**config.mk**
```make
export PLATFORM = sky130hd
export DESIGN_NAME = vga_timing_gen
export DESIGN_NICKNAME = d
export VERILOG_FILES = /design/src/rtl/vga_pkg.sv /design/src/rtl/vga_axis_cnt.sv /design/src/rtl/vga_timing_gen.sv
export SDC_FILE = /design/constraint.sdc
export NUM_CORES = 1
export LEC_CHECK = 0
export ABC_CLOCK_PERIOD_IN_PS = 2500
export BUFFER_PORTS_ARGS = -buffer_cell sky130_fd_sc_hd__buf_2
export CORE_UTILIZATION = 35
export DETAILED_ROUTE_END_ITERATION = 8
export SLEW_MARGIN = 20
export SYNTH_ARGS = -nofsm -noshare
export SYNTH_HDL_FRONTEND = slang
export SYNTH_HIERARCHICAL = 1
export SYNTH_SLANG_ARGS = --single-unit
```
**constraint.sdc**
```tcl
create_clock -name clk -period 2.5 [get_ports clk]
set_clock_uncertainty 0.05 [all_clocks]
set_input_delay 0.25 -clock clk [delete_from_list [all_inputs] [get_ports clk]]
set_output_delay 0.25 -clock clk [all_outputs]
set_load 0.01 [all_outputs]
```
**src/rtl/vga_pkg.sv**
```systemverilog
// rtl/vga_pkg.sv - shared VGA timing constants and total-length helper
package vga_pkg;

  // 800x600 @ 60 Hz (40 MHz pixel clock)
  localparam int VGA800_H_VISIBLE = 800;
  localparam int VGA800_H_FP      = 40;
  localparam int VGA800_H_SYNC    = 128;
  localparam int VGA800_H_BP      = 88;
  localparam int VGA800_V_VISIBLE = 600;
  localparam int VGA800_V_FP      = 1;
  localparam int VGA800_V_SYNC    = 4;
  localparam int VGA800_V_BP      = 23;

  // Legacy 200x150 mode: the 800x600 line scaled down by four
  localparam int VGA200_H_VISIBLE = 200;
  localparam int VGA200_H_FP      = 10;
  localparam int VGA200_H_SYNC    = 32;
  localparam int VGA200_H_BP      = 22;
  localparam int VGA200_V_VISIBLE = 150;
  localparam int VGA200_V_FP      = 1;
  localparam int VGA200_V_SYNC    = 1;
  localparam int VGA200_V_BP      = 5;

  localparam int VGA_CNT_W = 11;

  function automatic int vga_total(input int visible, input int fp,
                                   input int sync, input int bp);
    return visible + fp + sync + bp;
  endfunction

endpackage

```
**src/rtl/vga_axis_cnt.sv**
```systemverilog
// rtl/vga_axis_cnt.sv - wrapping position counter with registered active/sync decode
module vga_axis_cnt #(
  parameter int TOTAL   = 1056,
  parameter int VISIBLE = 800,
  parameter int FP      = 40,
  parameter int SYNC    = 128,
  parameter bit POL     = 1'b1,
  parameter int CNT_W   = 11
) (
  input  logic             clk,
  input  logic             rst_n,
  input  logic             advance,
  output logic [CNT_W-1:0] count,
  output logic             wrap,
  output logic             active,
  output logic             sync
);

  localparam logic [CNT_W-1:0] LAST    = CNT_W'(TOTAL - 1);
  localparam logic [CNT_W-1:0] VIS     = CNT_W'(VISIBLE);
  localparam logic [CNT_W-1:0] SYNC_LO = CNT_W'(VISIBLE + FP);
  localparam logic [CNT_W-1:0] SYNC_HI = CNT_W'(VISIBLE + FP + SYNC);

  logic [CNT_W-1:0] count_nxt;

  assign wrap      = (count == LAST);
  assign count_nxt = wrap ? '0 : count + 1'b1;

  // Decode from the next count so active/sync move on the same edge as count
  always_ff @(posedge clk) begin
    if (!rst_n) begin
      count  <= LAST;
      active <= 1'b0;
      sync   <= ~POL;
    end else if (advance) begin
      count  <= count_nxt;
      active <= (count_nxt < VIS);
      sync   <= ((count_nxt >= SYNC_LO) && (count_nxt < SYNC_HI)) ? POL : ~POL;
    end
  end

endmodule

```
**src/rtl/vga_timing_gen.sv**
```systemverilog
// rtl/vga_timing_gen.sv - parametrised VGA timing generator; VGA_TIMING_FRAME_CNT_EN adds frame_count
module vga_timing_gen
  import vga_pkg::*;
#(
  parameter int H_VISIBLE = VGA800_H_VISIBLE,
  parameter int H_FP      = VGA800_H_FP,
  parameter int H_SYNC    = VGA800_H_SYNC,
  parameter int H_BP      = VGA800_H_BP,
  parameter int V_VISIBLE = VGA800_V_VISIBLE,
  parameter int V_FP      = VGA800_V_FP,
  parameter int V_SYNC    = VGA800_V_SYNC,
  parameter int V_BP      = VGA800_V_BP,
  parameter bit HSYNC_POL = 1'b1,
  parameter bit VSYNC_POL = 1'b1,
  parameter int PIX_DIV   = 1,
  parameter int CNT_W     = VGA_CNT_W
) (
  input  logic             clk,
  input  logic             rst_n,
  input  logic             run,
  output logic             pixel_tick,
  output logic [CNT_W-1:0] hcount,
  output logic [CNT_W-1:0] vcount,
  output logic             display,
  output logic             hsync,
  output logic             vsync,
  output logic             line_start,
  output logic             frame_start
`ifdef VGA_TIMING_FRAME_CNT_EN
  ,
  output logic [15:0]      frame_count
`endif
);

  localparam int H_TOTAL = vga_total(H_VISIBLE, H_FP, H_SYNC, H_BP);
  localparam int V_TOTAL = vga_total(V_VISIBLE, V_FP, V_SYNC, V_BP);
  localparam int DIV_W   = (PIX_DIV > 1) ? $clog2(PIX_DIV) : 1;
  localparam logic [DIV_W-1:0] DIV_LAST = DIV_W'(PIX_DIV - 1);

  logic [DIV_W-1:0] divider;
  logic             advance;
  logic             h_wrap, v_wrap;
  logic             h_active, v_active;

  assign advance = run && (divider == DIV_LAST);

  always_ff @(posedge clk) begin
    if (!rst_n) begin
      divider <= '0;
    end else if (run) begin
      divider <= advance ? '0 : divider + 1'b1;
    end
  end

  vga_axis_cnt #(
    .TOTAL(H_TOTAL), .VISIBLE(H_VISIBLE), .FP(H_FP), .SYNC(H_SYNC),
    .POL(HSYNC_POL), .CNT_W(CNT_W)
  ) u_h (
    .clk(clk), .rst_n(rst_n), .advance(advance),
    .count(hcount), .wrap(h_wrap), .active(h_active), .sync(hsync)
  );

  // Vertical axis only steps on the advance that wraps the line
  vga_axis_cnt #(
    .TOTAL(V_TOTAL), .VISIBLE(V_VISIBLE), .FP(V_FP), .SYNC(V_SYNC),
    .POL(VSYNC_POL), .CNT_W(CNT_W)
  ) u_v (
    .clk(clk), .rst_n(rst_n), .advance(advance && h_wrap),
    .count(vcount), .wrap(v_wrap), .active(v_active), .sync(vsync)
  );

  assign display = h_active && v_active;

  always_ff @(posedge clk) begin
    if (!rst_n) begin
      pixel_tick  <= 1'b0;
      line_start  <= 1'b0;
      frame_start <= 1'b0;
    end else begin
      pixel_tick  <= advance;
      line_start  <= advance && h_wrap;
      frame_start <= advance && h_wrap && v_wrap;
    end
  end

`ifdef VGA_TIMING_FRAME_CNT_EN
  always_ff @(posedge clk) begin
    if (!rst_n) begin
      frame_count <= '0;
    end else if (advance && h_wrap && v_wrap) begin
      frame_count <= frame_count + 16'd1;
    end
  end
`endif

endmodule
```
==> results by group, run 1 <==
Setup path
  – Critical path arrival: 2450 ps
  – Setup CP Type: reg2reg
  – Crit path buf inv count: 0
  – CP Launch Type: flip-flop
  – Worst path cell trace: ha_1 -> and4_1 -> xnor2_1 -> and4_1 -> o21ai_1 -> or3_1 -> o41ai_2
  – Setup crit end kind: flip-flop
  – Crit path from: u_v/count[1]
  – CP required: 2640 ps
  – Critical Path Most Common Cell: and4_1
  – Crit path max-delay family: simple AND/OR/NAND/NOR gates
  – Slowest cell on crit path: and4_1
  – Critical Path Max Stage Delay: 410 ps
  – Worst reg2reg path startpoint: u_v/count[1]
  – Worst-path fanout max: 9

Synth
  – Synth area leader: dfxtp_1
  – Post-Synth Simple-Gate Area: 0.315
  – Ys async rst share: 0
  – Main synth FF type: dfxtp_1
  – Post-synth top area share: 0.317
  – Synth Net Count: 228
  – Compound-cell area share of the yosys netlist: 0.182
  – Yosys reg bits: 30
  – Main combinational cell family by area after synthesis: simple AND/OR/NAND/NOR gates
  – Synthesized area per cell: 8.57 um2
  – Gate count after technology mapping: 221
  – Mux cell area share after synthesis: 0.0106
  – Seq/Total Area, Yosys: 0.317
  – Synth top area cells: dfxtp_1 32%, xnor2_1 6.9%, nand2_1 3.6%, nand3_1 3.4%, and2_1 3.3%
  – Adder-cell share of the synthesized area: 0.0264
  – Netlist cell types: 58
  – Number of synthesized flops with an enable pin: 0
  – Synth warn: 6
  – Synthesized area: 1890 um2
  – Synth Area in XOR/XNOR: 0.0879

Run status
  – Outcome: finished clean

Power
  – Leak: 0.953 nW
  – Net Sw Frac: 0.360
  – Clock power frac: 0.239
  – Logic pwr share: 0.377
  – Internal power: 981 uW
  – Register share of total power: 0.384
  – Pwr Density: 688 nW/um2
  – P_sw: 551 uW
  – Worst vdd ir: 0.288 mV

Global route
  – Number of global-route vias before repair: 1,513
  – Total GRT Usage: 0.163
  – Largest net degree at the start of global routing: 32
  – Initial antenna violation count: 0
  – Global-route wire length before repair: 7000 um
  – Overflow left after global routing: 0

Layout
  – Final #Nets: 265
  – Area growth, synth to finish: 17.6%
  – Most frequent cells in the layout: 30 x dfxtp_1, 30 x buf_2, 18 x nand2_1
  – Final instance area: 2230 um2
  – Non-Filler Instances: 328
  – Ant. Diodes: 0
  – Layout cell share with drive strength beyond 1: 0.264

STA
  – Fin worst setup slack: 191 ps
  – Tightest Pin Transition: 528 ps
  – Tcrit/Tclk final: 0.924
  – Final setup viols: 0
  – Unrepaired setup endpoints after global routing: no
  – Post-route setup TNS: 0 ps
  – Slew HR: 0.647
  – Fmax: 433 MHz
  – Fin. Hold Viols: 0
  – Max Slew Vio Count: 0
  – Final worst path period need: 2310 ps

Place
  – Placed Cells incl. Taps: 321
  – Gpl congestion: 0.801
  – DP HPWL: 3100 um
  – Pre-CTS worst setup slack: 211 ps
  – Placement Cell Area: 2150 um2
  – Port bufs: 30

Routing
  – Uppermost layer routed: met4
  – DRC viols: 0
  – Drt initial violations: 86
  – Routed via count: 1,711
  – Final wirelength: 4310 um
  – Met3 routed WL: 193 um
  – Avg WL per Cell: 13.1 um
  – Metal2 WL: 1830 um
  – DRT antenna net count: 0
  – Average vias per placed instance: 5.22
  – Drt first pass iters: 4
  – WL met1: 2210 um

Floorplan
  – Die height: 75.5 um
  – I/O pin cnt: 31
  – Initial Util: 0.366
  – Die X: 75.5 um
  – Core Area: 5170 um2
  – Cell row count: 26
  – DIE AREA: 5710 um2

Clock network
  – Hold-fix buffer count after cts: 0
  – CTS clock-pin slew for the worst setup and hold paths: 60 ps
  – Clk Tree Root Cell: clkbuf_8
  – Max Root-Sink Buffers: 2
  – TritonCTS Sinks: 30
  – Post-cts resize count: 0
  – Post-CTS Setup Inserts: 0
  – Num CTS Buffers: 5
  – Clock latency on the worst-skew pair: 280 ps
  – H-tree depth: 2
  – CTS tree: done

Run
  – # Max-Cap Violations: 0

Min path
  – Worst hold path type: in2reg
  – Worst Min Path Start: run
-- layer usage --
layer / vias to the layer above / GRT usage
met2: 45 / 0.246
met3: 6 / 0.0489
met4: 0 / 0.0556
met5: - / 0
li1: 868 / -
met1: 792 / 0.220
-- sequential cells by signal, summed over array words and instances (netlist names) --
signal       flops
divider          1
u_h/active       1
u_v/count       11
u_v/sync         1
u_h/count       11
pixel_tick       1
u_v/active       1
u_h/sync         1
frame_start      1
line_start       1
-- cells in the mapped netlist (6+ instances only) --
master,count
a21oi_1,7
and2_1,10
dfxtp_1,30
nand2_1,18
nand3_1,13
nor2_1,11
nor2b_1,6
o21ai_0,7
o21ai_1,7
xnor2_1,15
-- final timing paths --
path / end / slack, ps / depth (start not counted)
worst min register to register: u_v/active / 410 / 1
worst max-delay path: u_v/sync / 190 / 7
worst max register to register: u_v/sync / 190 / 7
worst min-delay path: divider / 250 / 2
-- cells by family (layout without fill, tap and decap cells) --
logic type | Yosys count | in the layout
xor+xnor | 19 | 19
fa+ha+maj | 4 | 4
buf+inv | 21 | 58
flops | 30 | 30
compound gates | 49 | 49
mux | 2 | 2
simple gates | 96 | 96
-- power groups by stage --
stage          clock (mW)  sequential [mW]  combinational, mW
6_report            0.366            0.589              0.577
5_1_grt             0.405            0.600              0.639
4_1_cts             0.385            0.589              0.576
3_5_place_dp            0            0.599              0.574
3_3_place_gp            0            0.599              0.571
2_1_floorplan           0            0.594              0.407
-- per-stage QoR --
step | total power, mW | hold slack [ps] | util
final | 1.53 | 246 | 0.430
after global routing | 1.64 | 251 | 0.430
after CTS | 1.55 | 235 | 0.430
after detailed placement | 1.17 | 400 | 0.416
after global placement | 1.17 | 403 | 0.416
after floorplan | 1.00 | 328 | -
-- final cells by class --
cell class / instances / area (um2)
multi-input cells: 170 / 1180
well taps: 70 / 87.6
clock buffers: 7 / 76.3
inverters: 6 / 22.5
repair buffers: 45 / 263
fillers: 507 / 2950
flip-flops and latches: 30 / 601
No activity file was read; power rests on OpenSTA's default activity.
==> run 2: changes to the inputs <==
Settings changed: CELL_PAD_IN_SITES_DETAIL_PLACEMENT set to 1, CELL_PAD_IN_SITES_GLOBAL_PLACEMENT set to 1, CORE_UTILIZATION 35 to 30, PLACE_DENSITY_LB_ADDON set to 0.1.
==> results by group, run 2 (same netlist as run 1, synthesis figures left out) <==
Min path
  – Worst hold path type: in2reg

Setup path
  – Crit path from: u_h/count[8]
  – Setup CP Type: reg2reg
  – Setup crit end kind: flip-flop
  – Worst reg2reg path startpoint: u_h/count[8]
  – CP Launch Type: flip-flop
  – Worst-path fanout max: 10
  – Worst r2r dst: u_v/count[3]
  – Worst-case reg-to-reg path depth: 9
  – Flop-to-flop setup slack: 170 ps
  – CP required: 2630 ps
  – Critical path arrival: 2460 ps
  – Critical Path Sink: u_v/count[3]

Layout
  – Final #Nets: 269
  – Layout cell share with drive strength beyond 1: 0.285
  – Most frequent cells in the layout: 30 x dfxtp_1, 30 x buf_2, 19 x buf_4
  – Regs by FF count: u_h/count (11), u_v/count (11)
  – Ant. Diodes: 0
  – Area growth, synth to finish: 21.3%
  – Layout fillers: 732

STA
  – Final setup viols: 0
  – Tcrit/Tclk final: 0.933
  – Fin. Hold Viols: 0
  – Fin worst setup slack: 167 ps
  – Post-route setup TNS: 0 ps
  – Fmax: 429 MHz
  – Final worst path period need: 2330 ps
  – Slew HR: 0.641
  – Tightest Pin Transition: 538 ps
  – Unrepaired setup endpoints after global routing: no
  – Max Slew Vio Count: 0

Floorplan
  – I/O pin cnt: 31
  – Die X: 81.4 um
  – Cell row count: 28
  – Die height: 81.4 um
  – Initial Util: 0.316
  – Core Area: 5990 um2
  – DIE AREA: 6630 um2

Power
  – Total Power: 1.65 mW
  – Logic pwr share: 0.365
  – Internal power: 1.07 mW
  – Register share of total power: 0.352
  – Worst vdd ir: 0.242 mV
  – Leak: 0.993 nW
  – Net Sw Frac: 0.353
  – Clock power frac: 0.283
  – P_sw: 583 uW
  – Pwr Density: 720 nW/um2

Routing
  – Drt first pass iters: 4
  – Final wirelength: 5170 um
  – Drt initial violations: 63
  – Average vias per placed instance: 5.14
  – DRT antenna net count: 0
  – Routed via count: 1,739
  – Avg WL per Cell: 15.3 um
  – DRC viols: 0

Clock network
  – Post-cts resize count: 0
  – CTS clock-pin slew for the worst setup and hold paths: 70 ps
  – TritonCTS Sinks: 30
  – Num CTS Buffers: 5
  – Clk Tree Root Cell: clkbuf_8
  – H-tree depth: 2
  – Hold-fix buffer count after cts: 0
  – Post-CTS Setup Inserts: 0
  – CTS tree: done
  – Max Root-Sink Buffers: 2
  – Clock latency on the worst-skew pair: 280 ps

Global route
  – Global-route wire length before repair: 8760 um
  – Total GRT Usage: 0.175
  – Overflow left after global routing: 0
  – Number of global-route vias before repair: 1,758
  – Largest net degree at the start of global routing: 32
  – Initial antenna violation count: 0

Place
  – DP HPWL: 3730 um
  – Pre-CTS worst setup slack: 178 ps
  – Gpl congestion: 0.741
  – Port bufs: 30

Run status
  – Outcome: finished clean

Run
  – # Max-Cap Violations: 0
==> run 2: cell count changes in the layout (fill, tap and decap cells not counted) <==
cell      change
buf_4         +4
clkbuf_8      +3
clkbuf_1      -2
==> run 2: layout make-up <==
| class | count | area, um2 | share of cell area |
|---|---|---|---|
| Multi-Input combinational cell | 170 | 1180 | 0.512 |
| Tap cell | 75 | 93.8 | 0.0409 |
| Sequential cell | 30 | 601 | 0.262 |
| Clock buffer | 8 | 110 | 0.0480 |
| Timing Repair Buffer | 49 | 293 | 0.128 |
| Inverter | 6 | 22.5 | 0.00981 |
==> run 2: worst min-delay path by stage <==
stage,startpoint,end,slack [ps],depth (start not counted)
final,run,divider,240,2
after detailed placement,u_h/sync,u_h/sync,410,1
after floorplan,rst_n,u_v/count[2],330,1
after CTS,run,divider,230,2
after global placement,u_h/sync,u_h/sync,410,1
after global routing,run,divider,240,2
==> run 2: critical path: stages (launching register included) <==
cell and delay [ps]:
dfxtp_1 370, or4b_4 550, nor3_4 200, nand2_2 120, inv_2 90, and2_2 250
buf_4 200, nand4_1 110, xnor2_1 140, and2_1 150
==> run 2: routing by layer <==
| layer | GRT usage | wire (um) |
|---|---|---|
| met5 | 0 | 0 |
| met4 | 0.0643 | 60 |
| met3 | 0.0322 | 151 |
| met2 | 0.246 | 2210 |
| met1 | 0.261 | 2750 |
==> run 2: power groups by stage <==
stage          clock [mW]  sequential [mW]  combinational [mW]
2_1_floorplan           0            0.594               0.407
3_3_place_gp            0            0.593               0.607
3_5_place_dp            0            0.593               0.601
4_1_cts             0.486            0.582               0.605
5_1_grt             0.504            0.590               0.674
6_report            0.468            0.582               0.603
==> run 2: metrics by stage <==
step | utilization | cells | hold WS [ps] | area [um2]
2_1_floorplan | - | 221 | 328 | 1890
3_3_place_gp | 0.365 | 330 | 413 | 2190
3_5_place_dp | 0.365 | 330 | 414 | 2190
4_1_cts | 0.383 | 338 | 230 | 2300
5_1_grt | 0.383 | 338 | 244 | 2300
6_report | 0.383 | 338 | 239 | 2300
